<file path="config.mk">
export PLATFORM = sky130hd
export DESIGN_NAME = fir_out_decim
export DESIGN_NICKNAME = d
export VERILOG_FILES = /design/src/rtl/fir_out_decim.sv
export SDC_FILE = /design/constraint.sdc
export NUM_CORES = 1
export LEC_CHECK = 0
export BUFFER_PORTS_ARGS = -buffer_cell sky130_fd_sc_hd__buf_4
export CAP_MARGIN = 20
export CORE_UTILIZATION = 59
export CTS_BUF_LIST = sky130_fd_sc_hd__clkbuf_4 sky130_fd_sc_hd__clkbuf_8
export DETAILED_ROUTE_END_ITERATION = 8
export GPL_TIMING_DRIVEN = 0
export PLACE_DENSITY_LB_ADDON = 0.05
export SLEW_MARGIN = 20
export SYNTH_ARGS = -nofsm -noshare
export SYNTH_HDL_FRONTEND = slang
export SYNTH_SLANG_ARGS = --single-unit
</file>
<file path="constraint.sdc">
create_clock -name clk -period 3.1 [get_ports clk]
set_clock_uncertainty 0.2 [all_clocks]
set_input_delay 0.155 -clock clk [delete_from_list [all_inputs] [get_ports clk]]
set_output_delay 0.155 -clock clk [all_outputs]
set_load 0.02 [all_outputs]
</file>
<file path="src/rtl/fir_out_decim.sv">
// -----------------------------------------------------------------------------
// fir_out_decim
//   Output stage behind the FIR in the fixed-point WLO datapath. It takes
//   one filter word per in_valid strobe and quantises it to a narrower
//   format using round-half-up and saturation. It keeps every DECIM-th
//   sample. Kept words are queued in a small fall-through FIFO with a
//   valid/ready handshake, so the fixed-rate FIR can feed a consumer that
//   stalls. Overflow and saturation events are reported for word-length
//   analysis.
//
// Ports
//   clk        rising-edge clock
//   rst        synchronous active-high reset
//   clr_flags  synchronous clear of overflow and sat_cnt
//   data_in    signed Q(IN_INTE_WL).(IN_FRAC_WL) sample
//   in_valid   sample strobe; no backpressure toward the FIR
//   data_out   signed Q(OUT_INTE_WL).(OUT_FRAC_WL) FIFO head (0 when empty)
//   out_valid  FIFO non-empty
//   out_ready  consumer takes the head at this edge
//   fill       number of stored words, 0..DEPTH
//   overflow   sticky: a kept sample was dropped because the FIFO was full
//   sat_cnt    count of clipped kept samples; holds at 0xFFFF
// -----------------------------------------------------------------------------
module fir_out_decim #(
   parameter int IN_INTE_WL  = 4,
   parameter int IN_FRAC_WL  = 8,
   parameter int OUT_INTE_WL = 2,
   parameter int OUT_FRAC_WL = 6,
   parameter int DECIM       = 2,
   parameter int DEPTH       = 4
) (
   input  logic                                     clk,
   input  logic                                     rst,
   input  logic                                     clr_flags,
   input  logic signed [IN_INTE_WL+IN_FRAC_WL-1:0]  data_in,
   input  logic                                     in_valid,
   output logic signed [OUT_INTE_WL+OUT_FRAC_WL-1:0] data_out,
   output logic                                     out_valid,
   input  logic                                     out_ready,
   output logic [$clog2(DEPTH):0]                   fill,
   output logic                                     overflow,
   output logic [15:0]                              sat_cnt
);

   localparam int IN_W  = IN_INTE_WL + IN_FRAC_WL;
   localparam int OUT_W = OUT_INTE_WL + OUT_FRAC_WL;
   localparam int AW    = $clog2(DEPTH);
   localparam int PW    = (DECIM > 1) ? $clog2(DECIM) : 1;
   localparam int SHL   = (OUT_FRAC_WL > IN_FRAC_WL) ? OUT_FRAC_WL - IN_FRAC_WL : 0;
   // One guard bit above the input width keeps the rounding add from wrapping.
   localparam int WQ    = IN_W + 1 + SHL;

   localparam logic signed [WQ-1:0] MAXV = {{(WQ-OUT_W+1){1'b0}}, {(OUT_W-1){1'b1}}};
   localparam logic signed [WQ-1:0] MINV = {{(WQ-OUT_W+1){1'b1}}, {(OUT_W-1){1'b0}}};
   localparam logic [PW-1:0]        PHASE_LAST = PW'(DECIM - 1);
   localparam logic [AW:0]          FILL_MAX   = (AW+1)'(DEPTH);

   // ---------------- quantiser ----------------
   logic signed [WQ-1:0] q_wide;

   generate
      if (OUT_FRAC_WL < IN_FRAC_WL) begin : g_round
         localparam int S = IN_FRAC_WL - OUT_FRAC_WL;
         localparam logic signed [IN_W:0] HALF = {{IN_W{1'b0}}, 1'b1} << (S - 1);
         logic signed [IN_W:0] ext;
         logic signed [IN_W:0] sum;
         assign ext    = {data_in[IN_W-1], data_in};
         assign sum    = ext + HALF;
         assign q_wide = sum >>> S;
      end else begin : g_pad
         logic signed [WQ-1:0] ext;
         assign ext    = {{(SHL+1){data_in[IN_W-1]}}, data_in};
         assign q_wide = ext <<< SHL;
      end
   endgenerate

   logic             clip_hi;
   logic             clip_lo;
   logic [OUT_W-1:0] q_sat;

   assign clip_hi = (q_wide > MAXV);
   assign clip_lo = (q_wide < MINV);
   assign q_sat   = clip_hi ? MAXV[OUT_W-1:0] :
                    clip_lo ? MINV[OUT_W-1:0] : q_wide[OUT_W-1:0];

   // ---------------- state ----------------
   logic [PW-1:0]    phase_reg,    phase_next;
   logic             s1_valid_reg, s1_valid_next;
   logic [OUT_W-1:0] s1_data_reg;
   logic [AW-1:0]    wr_ptr_reg,   wr_ptr_next;
   logic [AW-1:0]    rd_ptr_reg,   rd_ptr_next;
   logic [AW:0]      fill_reg,     fill_next;
   logic             overflow_reg, overflow_next;
   logic [15:0]      sat_cnt_reg,  sat_cnt_next;
   logic [OUT_W-1:0] mem [DEPTH];

   logic kept;
   logic sat_evt;
   logic pop;
   logic push_ok;
   logic ovf_evt;

   assign kept    = in_valid && (phase_reg == '0);
   assign sat_evt = kept && (clip_hi || clip_lo);
   assign pop     = out_valid && out_ready;
   // A full FIFO still takes the word when the head leaves at the same edge.
   assign push_ok = s1_valid_reg && ((fill_reg != FILL_MAX) || pop);
   assign ovf_evt = s1_valid_reg && !push_ok;

   always_comb begin
      phase_next    = phase_reg;
      s1_valid_next = kept;
      wr_ptr_next   = wr_ptr_reg;
      rd_ptr_next   = rd_ptr_reg;
      fill_next     = fill_reg;
      overflow_next = overflow_reg;
      sat_cnt_next  = sat_cnt_reg;

      if (in_valid)
         phase_next = (phase_reg == PHASE_LAST) ? '0 : phase_reg + PW'(1);

      if (push_ok)
         wr_ptr_next = wr_ptr_reg + AW'(1);
      if (pop)
         rd_ptr_next = rd_ptr_reg + AW'(1);

      case ({push_ok, pop})
         2'b10:   fill_next = fill_reg + (AW+1)'(1);
         2'b01:   fill_next = fill_reg - (AW+1)'(1);
         default: fill_next = fill_reg;
      endcase

      // Clear first so that a same-edge event still registers.
      if (clr_flags) begin
         overflow_next = 1'b0;
         sat_cnt_next  = '0;
      end
      if (ovf_evt)
         overflow_next = 1'b1;
      if (sat_evt)
         sat_cnt_next = clr_flags ? 16'd1 :
                        (sat_cnt_reg == 16'hFFFF) ? sat_cnt_reg : sat_cnt_reg + 16'd1;
   end

   always_ff @(posedge clk) begin
      if (rst) begin
         phase_reg    <= '0;
         s1_valid_reg <= 1'b0;
         s1_data_reg  <= '0;
         wr_ptr_reg   <= '0;
         rd_ptr_reg   <= '0;
         fill_reg     <= '0;
         overflow_reg <= 1'b0;
         sat_cnt_reg  <= '0;
      end else begin
         phase_reg    <= phase_next;
         s1_valid_reg <= s1_valid_next;
         s1_data_reg  <= q_sat;
         wr_ptr_reg   <= wr_ptr_next;
         rd_ptr_reg   <= rd_ptr_next;
         fill_reg     <= fill_next;
         overflow_reg <= overflow_next;
         sat_cnt_reg  <= sat_cnt_next;
      end
   end

   // Storage array has no reset; the pointers and fill define what is valid.
   always_ff @(posedge clk) begin
      if (!rst && push_ok)
         mem[wr_ptr_reg] <= s1_data_reg;
   end

   // Fall-through head: the word written at an edge is visible right after it.
   assign out_valid = (fill_reg != '0);
   assign data_out  = out_valid ? mem[rd_ptr_reg] : '0;
   assign fill      = fill_reg;
   assign overflow  = overflow_reg;
   assign sat_cnt   = sat_cnt_reg;

endmodule

</file>
==> impl_metrics.tcl, run 1 <==
set metrics [dict create \
    reg2reg_to "sat_cnt[14]" \
    period_needed_ps 2530 \
    rows 26 \
    wl_per_cell_um 15.9 \
    holdPathEnd "s1_data_reg[2]" \
    clk_pin_slew_ps 70 \
    io_buffers 43 \
    hp-class "in -> reg" \
    htree_levels 3 \
    fmax_ghz 0.395 \
    die_w_um 76.8 \
    grt_max_degree 12 \
    reg2reg_slack_ps 680 \
    netlist_area_sq_mm 0.00330 \
    switching_share_pct 23.6 \
    peakVddDrop_mv 0.318 \
    antenna_left 0 \
    pwr-share-comb_pct 11.8 \
    antenna_found_initial 0 \
    clock_sinks 68 \
    met1_usage_pct 31.1 \
    reg2reg_from "sat_cnt[0]" \
    syn_inst 301 \
    nets 390 \
    cts.repair.resized 0 \
    cts_tree "done" \
    clockPowerShare_pct 38.8 \
    yosys.area.top_type "edfxtp_1" \
    worstPathArrival_ps 2600 \
    grt_overflow 0 \
    antennaDiodeCount 0 \
    tns_ps 0 \
    layout-drive-gt1-share_pct 22.4 \
    largest_register_ffs 32 \
    core_region_area_sq_mm 0.00524 \
    cts-root-buf "clkbuf_8" \
    grt_pass1_wl_mm 11.3 \
    syn_avg_cell_area_sq_um 11.0 \
    drt-vias-per-instance 5.84 \
    power_density_mw_per_mm2 497 \
    cts_buffers 9 \
    routed_wl_mm 7.01 \
    grt.total_usage_pct 25.0 \
    synthFlopType "dfxtp_1" \
    synth.top_cell.area_share_pct 29.1 \
    insertion_delay_ps 340 \
    seqPwrFrac_pct 49.4 \
    rsz0062_at_grt "false" \
    yosys.cell_types.count 49 \
    yosysWarnings 0 \
    drt_iter0_markers 104 \
    p_int_mw 1.53 \
    syn_nets 325 \
    synthTopCellsByArea "edfxtp_1 29%, dfxtp_1 22%, mux4_2 5.5%, a21oi_1 2.9%, nand3_1 2.6%" \
    ys_seq_area_share_pct 50.9 \
    met3_usage_pct 5.00 \
    power_leakage_nw 1.43 \
    crit_fanout 10 \
    cp-end-kind "register" \
    clock_tree.buffer_depth 2 \
    hold_depth 4 \
    place_congestion 0.843 \
    die_h_um 76.8 \
    async_reset_ff_share_pct 0 \
    dieArea_sq_mm 0.00590 \
    area_growth_pct 22.1 \
    outcome "complete, no violations" \
    p_switching_mw 0.474 \
    whs_ps 72.9 \
    synth_seq_cells 68 \
    drv_slew 0 \
    io_pins 46 \
    use_met2_pct 42.1 \
    synth_edf_count 32 \
    reg2reg_depth 8 \
    gr-max-usage-layer "met2" \
    drt_pre_antenna_iters 5 \
    hpwlAfterDp_mm 4.88 \
    slew_headroom_pct 55.4 \
    post-route-drc-count 0 \
    setup_viol 0 \
    hold_viol 0 \
    drv_cap 0 \
    hp-start "data_in[2]" \
    initial_core_util_pct 63.1 \
    grt_pass1_vias 2387 \
    critPathKind "in -> reg" \
    cp.required_ps 3170 \
    period_share_pct 81.7 \
    max_slew.worst_pin.slew_ps 668 \
    vias 2577 \
    startpoint_type "input port" \
]
-- layout make-up --
| type | count | area, sq um |
|---|---|---|
| Clock buffer | 10 | 131 |
| Multi-Input combinational cell | 209 | 1480 |
| Fill cell | 351 | 1200 |
| Clock inverter | 6 | 78.8 |
| Timing Repair Buffer | 54 | 433 |
| Buffer | 16 | 113 |
| Tap cell | 70 | 87.6 |
| Inverter | 8 | 30.0 |
| Sequential cell | 68 | 1680 |
-- stage by stage --
step / utilization, % / power, mW / cell area (sq um) / std cells / setup slack, ps
3_5_place_dp: 70.9 / 1.23 / 3710 / 414 / 606
4_1_cts: 77.0 / 2.01 / 4030 / 441 / 577
3_3_place_gp: 70.9 / 1.23 / 3710 / 414 / 622
2_1_floorplan: - / 1.15 / 3300 / 301 / 706
6_report: 77.0 / 2.00 / 4030 / 441 / 568
5_1_grt: 77.0 / 2.07 / 4030 / 441 / 381
-- layer usage --
metal,up-vias,share of wire [%]
li1,1266,-
met1,1221,45
met2,79,49
met3,11,4.6
met4,0,1.5
met5,-,0
-- cells in the final DEF, fill, tap and decap left out, types with 3 or more instances in the layout --
cell type and instances:
inv_1 8, clkbuf_1 9, buf_4 43, nand2b_1 5
nand2_1 15, dfxtp_1 36, or4_1 11, clkinv_2 3
nand3_1 17, mux2i_1 4, edfxtp_1 32, a21oi_1 19
clkbuf_8 12, or2_2 4, nor4_1 3, nand4_1 8
dlygate4sd3_1 12, o21ai_0 13, xor2_1 8, ha_1 6
nor2_1 18, xnor2_1 3, and2_1 13, nor3_1 10
or3_1 6, mux4_2 8, and3_1 3, o31ai_1 9
-- Yosys cell counts, types with 3 or more instances --
library cell / instances
nand2b_1: 5
a21oi_1: 19
ha_1: 6
and2_1: 13
nand2_1: 15
o31ai_1: 9
or4_1: 11
and3_1: 3
mux2i_1: 4
nor4_1: 3
nand4_1: 8
xor2_1: 8
nand3_1: 17
edfxtp_1: 32
or2_2: 4
inv_1: 8
o21ai_0: 13
dfxtp_1: 36
nor3_1: 10
clkbuf_8: 3
nor2_1: 18
clkbuf_1: 9
mux4_2: 8
xnor2_1: 3
or3_1: 6
-- how the worst max path moves through the flow --
| stage | endpoint | slack, ps | startpoint |
|---|---|---|---|
| 2_1_floorplan | fill[2] | 710 | fill[0] |
| 3_3_place_gp | sat_cnt[14] | 620 | data_in[1] |
| 3_5_place_dp | sat_cnt[12] | 610 | data_in[1] |
| 4_1_cts | sat_cnt[6] | 580 | data_in[3] |
| 5_1_grt | sat_cnt[15] | 380 | sat_cnt[0] |
| 6_report | sat_cnt[6] | 570 | data_in[3] |
-- kinds of logic (layout without fill, tap and decap cells) --
group / count (synthesis) / after routing / synth area share, %
simple gates: 124 / 124 / 21.1
xor+xnor: 11 / 11 / 2.92
fa+ha+maj: 7 / 7 / 2.88
compound gates: 55 / 55 / 11.2
buf+inv: 24 / 94 / 4.32
mux: 12 / 12 / 6.67
flops: 68 / 68 / 50.9
-- critical path, cell delays in order --
cell and delay, ps:
dlygate4sd3_1 520, buf_4 130, nand4_1 260, o311ai_2 350, o211ai_2 230, clkbuf_1 270
nor4_1 440, mux2i_1 240
-- power by group through the flow --
stage	logic [mW]	registers, mW	clock network, mW
after global routing	0.258	0.992	0.818
after detailed placement	0.224	1.01	0
after global placement	0.219	1.01	0
after floorplan	0.142	1.01	0
after CTS	0.237	0.989	0.783
final	0.237	0.990	0.778
-- repair_timing --
item / CTS / global route
hold buffers: 11 / 0
buffers inserted: 0 / 0
hold endpoints to repair: 15 / 0
No activity file was read; power rests on OpenSTA's default activity.
==> inputs of run 2 (changes only) <==
--- a/config.mk
+++ b/config.mk
@@ -5,9 +5,10 @@
 export SDC_FILE = /design/constraint.sdc
 export NUM_CORES = 1
 export LEC_CHECK = 0
+export ABC_AREA = 1
 export BUFFER_PORTS_ARGS = -buffer_cell sky130_fd_sc_hd__buf_4
 export CAP_MARGIN = 20
-export CORE_UTILIZATION = 59
+export CORE_UTILIZATION = 54
 export CTS_BUF_LIST = sky130_fd_sc_hd__clkbuf_4 sky130_fd_sc_hd__clkbuf_8
 export DETAILED_ROUTE_END_ITERATION = 8
 export GPL_TIMING_DRIVEN = 0
==> constraint.sdc (replaced) <==
create_clock -name clk -period 2.3 [get_ports clk]
set_clock_uncertainty 0.2 [all_clocks]
set_input_delay 0.115 -clock clk [delete_from_list [all_inputs] [get_ports clk]]
set_output_delay 0.115 -clock clk [all_outputs]
set_load 0.02 [all_outputs]
==> impl_metrics.tcl, run 2 <==
set metrics [dict create \
    antenna_left 0 \
    outcome "complete, no violations" \
    total_power_mw 3.35 \
    gr-max-usage-layer "met2" \
    antennaDiodeCount 0 \
    startpoint_type "input port" \
    wl_per_cell_um 13.8 \
    synthFlopType "dfxtp_1" \
    routed_wl_mm 7.77 \
    netlist_area_sq_mm 0.00334 \
    hp-class "in -> reg" \
    yosysWarnings 0 \
    final_common_cell "nor2_1" \
    core_region_area_sq_mm 0.00596 \
    period_needed_ps 2190 \
    antenna_found_initial 0 \
    io_pins 46 \
    use_met2_pct 41.5 \
    area_growth_pct 27.7 \
    rows 28 \
    cts_buffers 9 \
    grt_max_degree 13 \
    initial_core_util_pct 56.1 \
    drt_pre_antenna_iters 5 \
    synth_edf_count 32 \
    grt_pass1_wl_mm 12.1 \
    clock_sinks 68 \
    critPathKind "in -> reg" \
    place_ws_ps 7.19 \
    grt_overflow 0 \
    vias 2990 \
    fmax_ghz 0.456 \
    ys_seq_area_share_pct 50.3 \
    syn_inst 410 \
    fin_area_sq_mm 0.00427 \
    reg2reg_depth 10 \
    drt_iter0_markers 163 \
    met1_usage_pct 32.1 \
    async_reset_ff_share_pct 0 \
    reg2reg_from "sat_cnt[1]" \
    hold_depth 4 \
    htree_levels 3 \
    cp-end-kind "register" \
    final_util_pct 71.7 \
    power_density_mw_per_mm2 786 \
    reg2reg_slack_ps 140 \
    drt-vias-per-instance 5.30 \
    slew_headroom_pct 46.1 \
    worstPathArrival_ps 1970 \
    yosys.area.top_type "edfxtp_1" \
    crit_fanout 8 \
    whs_ps 48.0 \
    setup_viol 0 \
    placed_area_sq_mm 0.00377 \
    peakVddDrop_mv 0.608 \
    yosys.cell_types.count 29 \
    drv_slew 0 \
    synthTopCellsByArea "edfxtp_1 29%, dfxtp_1 22%, nor2_1 9.7%, nand2_1 6.9%, inv_1 4.8%" \
    die_h_um 80.7 \
    synth_common_cells "86 x nor2_1, 61 x nand2_1, 43 x inv_1, 36 x dfxtp_1" \
    grt_pass1_vias 2619 \
    insertion_delay_ps 350 \
    met3_usage_pct 4.43 \
    cp.required_ps 2080 \
    hp-start "data_in[1]" \
    nets 508 \
    hold_viol 0 \
    yosysMostFrequentCell "nor2_1" \
    largest_register_ffs 32 \
    io_buffers 44 \
    clk_pin_slew_ps 70 \
    syn_avg_cell_area_sq_um 8.15 \
    synth.top_cell.area_share_pct 28.8 \
    drv_cap 0 \
    clock_tree.buffer_depth 2 \
    max_slew.worst_pin.slew_ps 805 \
    layout-drive-gt1-share_pct 19.6 \
    dieArea_sq_mm 0.00651 \
    reg2reg_to "sat_cnt[0]" \
    grt.total_usage_pct 25.2 \
    hpwlAfterDp_mm 5.44 \
    power_leakage_nw 1.77 \
    syn_nets 434 \
    post-route-drc-count 0 \
    period_share_pct 95.4 \
    die_w_um 80.7 \
    holdPathEnd "s1_data_reg[2]" \
    fin_ws_ps 106 \
    cts-root-buf "clkbuf_8" \
    synth_seq_cells 68 \
    final_cell_mix "84 x nor2_1, 56 x nand2_1, 51 x buf_4, 43 x inv_1, 33 x dfxtp_1" \
    cts_tree "done" \
    place_congestion 0.965 \
]
[run 2: cell types whose count changed in the layout (fill, tap and decap cells not counted), sizes merged, moves of 6 or more]
| cell | delta |
|---|---|
| mux4 | -8 |
| or4 | -11 |
| inv | +38 |
| nor2 | +69 |
| buf | +9 |
| nand2 | +49 |
| o31ai | -7 |
| o21ai | +16 |
| or3 | -6 |
| and2 | -13 |
| a21oi | +9 |
| nand3 | +18 |
[run 2: power breakdown]
part / switching [mW] / internal, mW / total [mW]
clock: 0.458 / 0.562 / 1.02
sequential: 0.0783 / 1.34 / 1.42
combinational: 0.558 / 0.354 / 0.912
[run 2: how the worst max path moves through the flow]
stage               start     endpoint  slack [ps]  depth (start not counted)
2_1_floorplan     fill[2]      fill[2]          40                         12
3_3_place_gp   sat_cnt[0]   sat_cnt[6]         -20                         11
3_5_place_dp   sat_cnt[0]   sat_cnt[0]           7                         10
5_1_grt        data_in[8]   sat_cnt[0]         -60                         15
6_report        out_ready    mem[0][5]         110                          8
4_1_cts          register  data_out[1]          10                          6
[run 2: final cells by class]
class                           instances  area [sq um]
Sequential cell                        68          1690
Fill cell                             503          1690
Multi-Input combinational cell        286          1510
Timing Repair Buffer                   65           544
Inverter                               44           168
Clock buffer                           11           151
Tap cell                               75          93.8
Clock inverter                          5          57.6
Buffer                                 10          55.1
[run 2: per-stage QoR]
step,cells,TNS [ps]
final,564,0
after global routing,564,-458
after CTS,559,0
after detailed placement,529,0
after global placement,529,-59.4
after floorplan,410,0
[run 2: cell families after synthesis]
logic type | synth area share (%)
xor gates and xnor gates | 3.67
AOI/OAI and AO/OA | 9.77
buffers and inverters | 6.63
adders and majority gates | 2.85
and+or+nand+nor | 26.8
DFF | 50.3
[run 2: timing repair]
item | 4_1_cts | 5_1_grt
cloned | 0 | 1
endpoints found under the hold margin | 18 | 0
buffers inserted | 1 | 6
gates resized for setup | 1 | 26
hold buffers | 13 | 0
endpoints found under the setup margin | 18 | 26
pin swaps | 1 | 13
[run 2: critical path, cell delays in order]
cell,delay (ps)
dlygate4sd3_1,530
buf_4,100
inv_1,60
nand3_1,110
inv_1,50
nor2_1,200
nand2_1,160
nor2_1,640
[run 2: metal layers]
layer | vias up | routed length, um
met2 | 96 | 3930
met4 | 0 | 108
met3 | 12 | 440
met5 | - | 0
li1 | 1514 | -
met1 | 1368 | 3290
==> inputs of run 3 (changes only) <==
--- a/config.mk
+++ b/config.mk
@@ -8,7 +8,7 @@
 export ABC_AREA = 1
 export BUFFER_PORTS_ARGS = -buffer_cell sky130_fd_sc_hd__buf_4
 export CAP_MARGIN = 20
-export CORE_UTILIZATION = 54
+export CORE_UTILIZATION = 50
 export CTS_BUF_LIST = sky130_fd_sc_hd__clkbuf_4 sky130_fd_sc_hd__clkbuf_8
 export DETAILED_ROUTE_END_ITERATION = 8
 export GPL_TIMING_DRIVEN = 0
==> impl_metrics.tcl, run 3 (synthesis results as in run 2) <==
set metrics [dict create \
    hpwlAfterDp_mm 5.21 \
    vias 2912 \
    finalNonFillerCells 562 \
    dieArea_sq_mm 0.00701 \
    drv_slew 0 \
    io_pins 46 \
    place_congestion 0.898 \
    worst_path_max_delay_cell "dlygate4sd3_1" \
    grt_overflow 0 \
    routed_wl_mm 7.39 \
    cpLargestDelayFamily "simple AND/OR/NAND/NOR gates" \
    cts_buffers 9 \
    cp.required_ps 2300 \
    slew_headroom_pct 47.3 \
    clock_sinks 68 \
    initial_core_util_pct 52.3 \
    peakVddDrop_mv 0.709 \
    io_buffers 44 \
    insertion_delay_ps 340 \
    final_cell_mix "83 x nor2_1, 60 x nand2_1, 50 x buf_4, 43 x inv_1, 33 x dfxtp_1" \
    grt.total_usage_pct 22.0 \
    total_power_mw 3.23 \
    layout-drive-gt1-share_pct 17.5 \
    drt_iter0_markers 209 \
    reg2reg_depth 10 \
    hold_depth 5 \
    startpoint_type "input port" \
    core_region_area_sq_mm 0.00639 \
    die_w_um 83.8 \
    antenna_found_initial 0 \
    drv_cap 0 \
    worstPathArrival_ps 2200 \
    nets 504 \
    drt_pre_antenna_iters 4 \
    largest_register_ffs 32 \
    rsz0062_at_grt "true" \
    cp.depth 15 \
    fmax_ghz 0.456 \
    power_density_mw_per_mm2 778 \
    reg2reg_slack_ps 150 \
    crit_top_cell "nand2_1" \
    clk_pin_slew_ps 70 \
    period_share_pct 95.4 \
    tns_ps 0 \
    cts-root-buf "clkbuf_8" \
    cp.buffers_inverters 3 \
    grt_max_degree 17 \
    cts_tree "done" \
    wl_per_cell_um 13.2 \
    whs_ps 19.9 \
    hp-class "in -> reg" \
    fillers 567 \
    dpl.cell_count 531 \
    rows 29 \
    clock_tree.buffer_depth 2 \
    fin_ws_ps 105 \
    period_needed_ps 2200 \
    grt_pass1_vias 2580 \
    drt-vias-per-instance 5.18 \
    max_slew.worst_pin.slew_ps 787 \
    power_leakage_nw 1.72 \
    antennaDiodeCount 0 \
    area_growth_pct 24.2 \
    cp_slowest_stage_delay_ps 530 \
    final_common_cell "nor2_1" \
    cp-end-kind "register" \
    htree_levels 3 \
    place_ws_ps -22.4 \
    antenna_left 0 \
    setup_viol 0 \
    grt_pass1_wl_mm 12.0 \
    die_h_um 83.8 \
    post-route-drc-count 0 \
    crit_path_cell_trace "dlygate4sd3_1 > buf_4 > ha_1 > nand3_2 > nor2_4 > nand2_1 > nand2_1 > nand2_1 > nand3_1 > nand2_1 > nand2_4 > nand3_4 > buf_6 > nand3_1 > a21oi_1" \
    outcome "complete, no violations" \
    crit_fanout 10 \
    hold_viol 0 \
    critPathKind "in -> reg" \
]
## run 3: worst paths after layout
path	startpoint	endpoint
setup reg to reg	sat_cnt[0]	sat_cnt[0]
setup / recovery	data_in[2]	sat_cnt[8]
hold / removal	data_in[11]	s1_data_reg[7]
hold reg to reg	fill[2]	fill[2]
## run 3: per-layer routing
metal,GRT usage (%),part of all wire (%),vias up
met5,0,0,-
met4,6.01,0.53,0
met3,5.74,5.5,4
met2,35.5,49,77
met1,29.5,45,1337
li1,-,-,1494
## run 3: repair_timing
| item | 4_1_cts | 5_1_grt |
|---|---|---|
| hold buffers | 13 | 0 |
| buffers inserted | 1 | 4 |
| hold endpoints to repair | 17 | 0 |
| gates resized for setup | 2 | 9 |
| setup endpoints to repair | 21 | 38 |
| pin swaps | 1 | 5 |
## run 3: per-stage QoR
| step | utilization (%) | area (sq um) |
|---|---|---|
| floorplan | - | 3340 |
| global placement | 59.1 | 3770 |
| detailed placement | 59.1 | 3770 |
| CTS | 64.2 | 4100 |
| global route | 65.0 | 4150 |
| finish | 65.0 | 4150 |
## run 3: layout make-up
cell class / count / area [sq um] / area share [%]
Clock buffer: 11 / 139 / 3.35
Clock inverter: 5 / 52.6 / 1.27
Sequential cell: 68 / 1690 / 40.6
Buffer: 9 / 46.3 / 1.12
Timing Repair Buffer: 62 / 498 / 12.0
Multi-Input combinational cell: 286 / 1470 / 35.4
Inverter: 44 / 165 / 3.98
Tap cell: 77 / 96.3 / 2.32
## run 3: worst min-delay path: stages
cell and delay, ps:
buf_4 90, nand2_1 70, inv_1 70, o21ai_0 70, nor2_1 100
## run 3: where the power goes
part	internal (mW)	switching, mW	total, mW
sequential	1.35	0.0760	1.42
clock	0.519	0.429	0.948
combinational	0.325	0.535	0.859
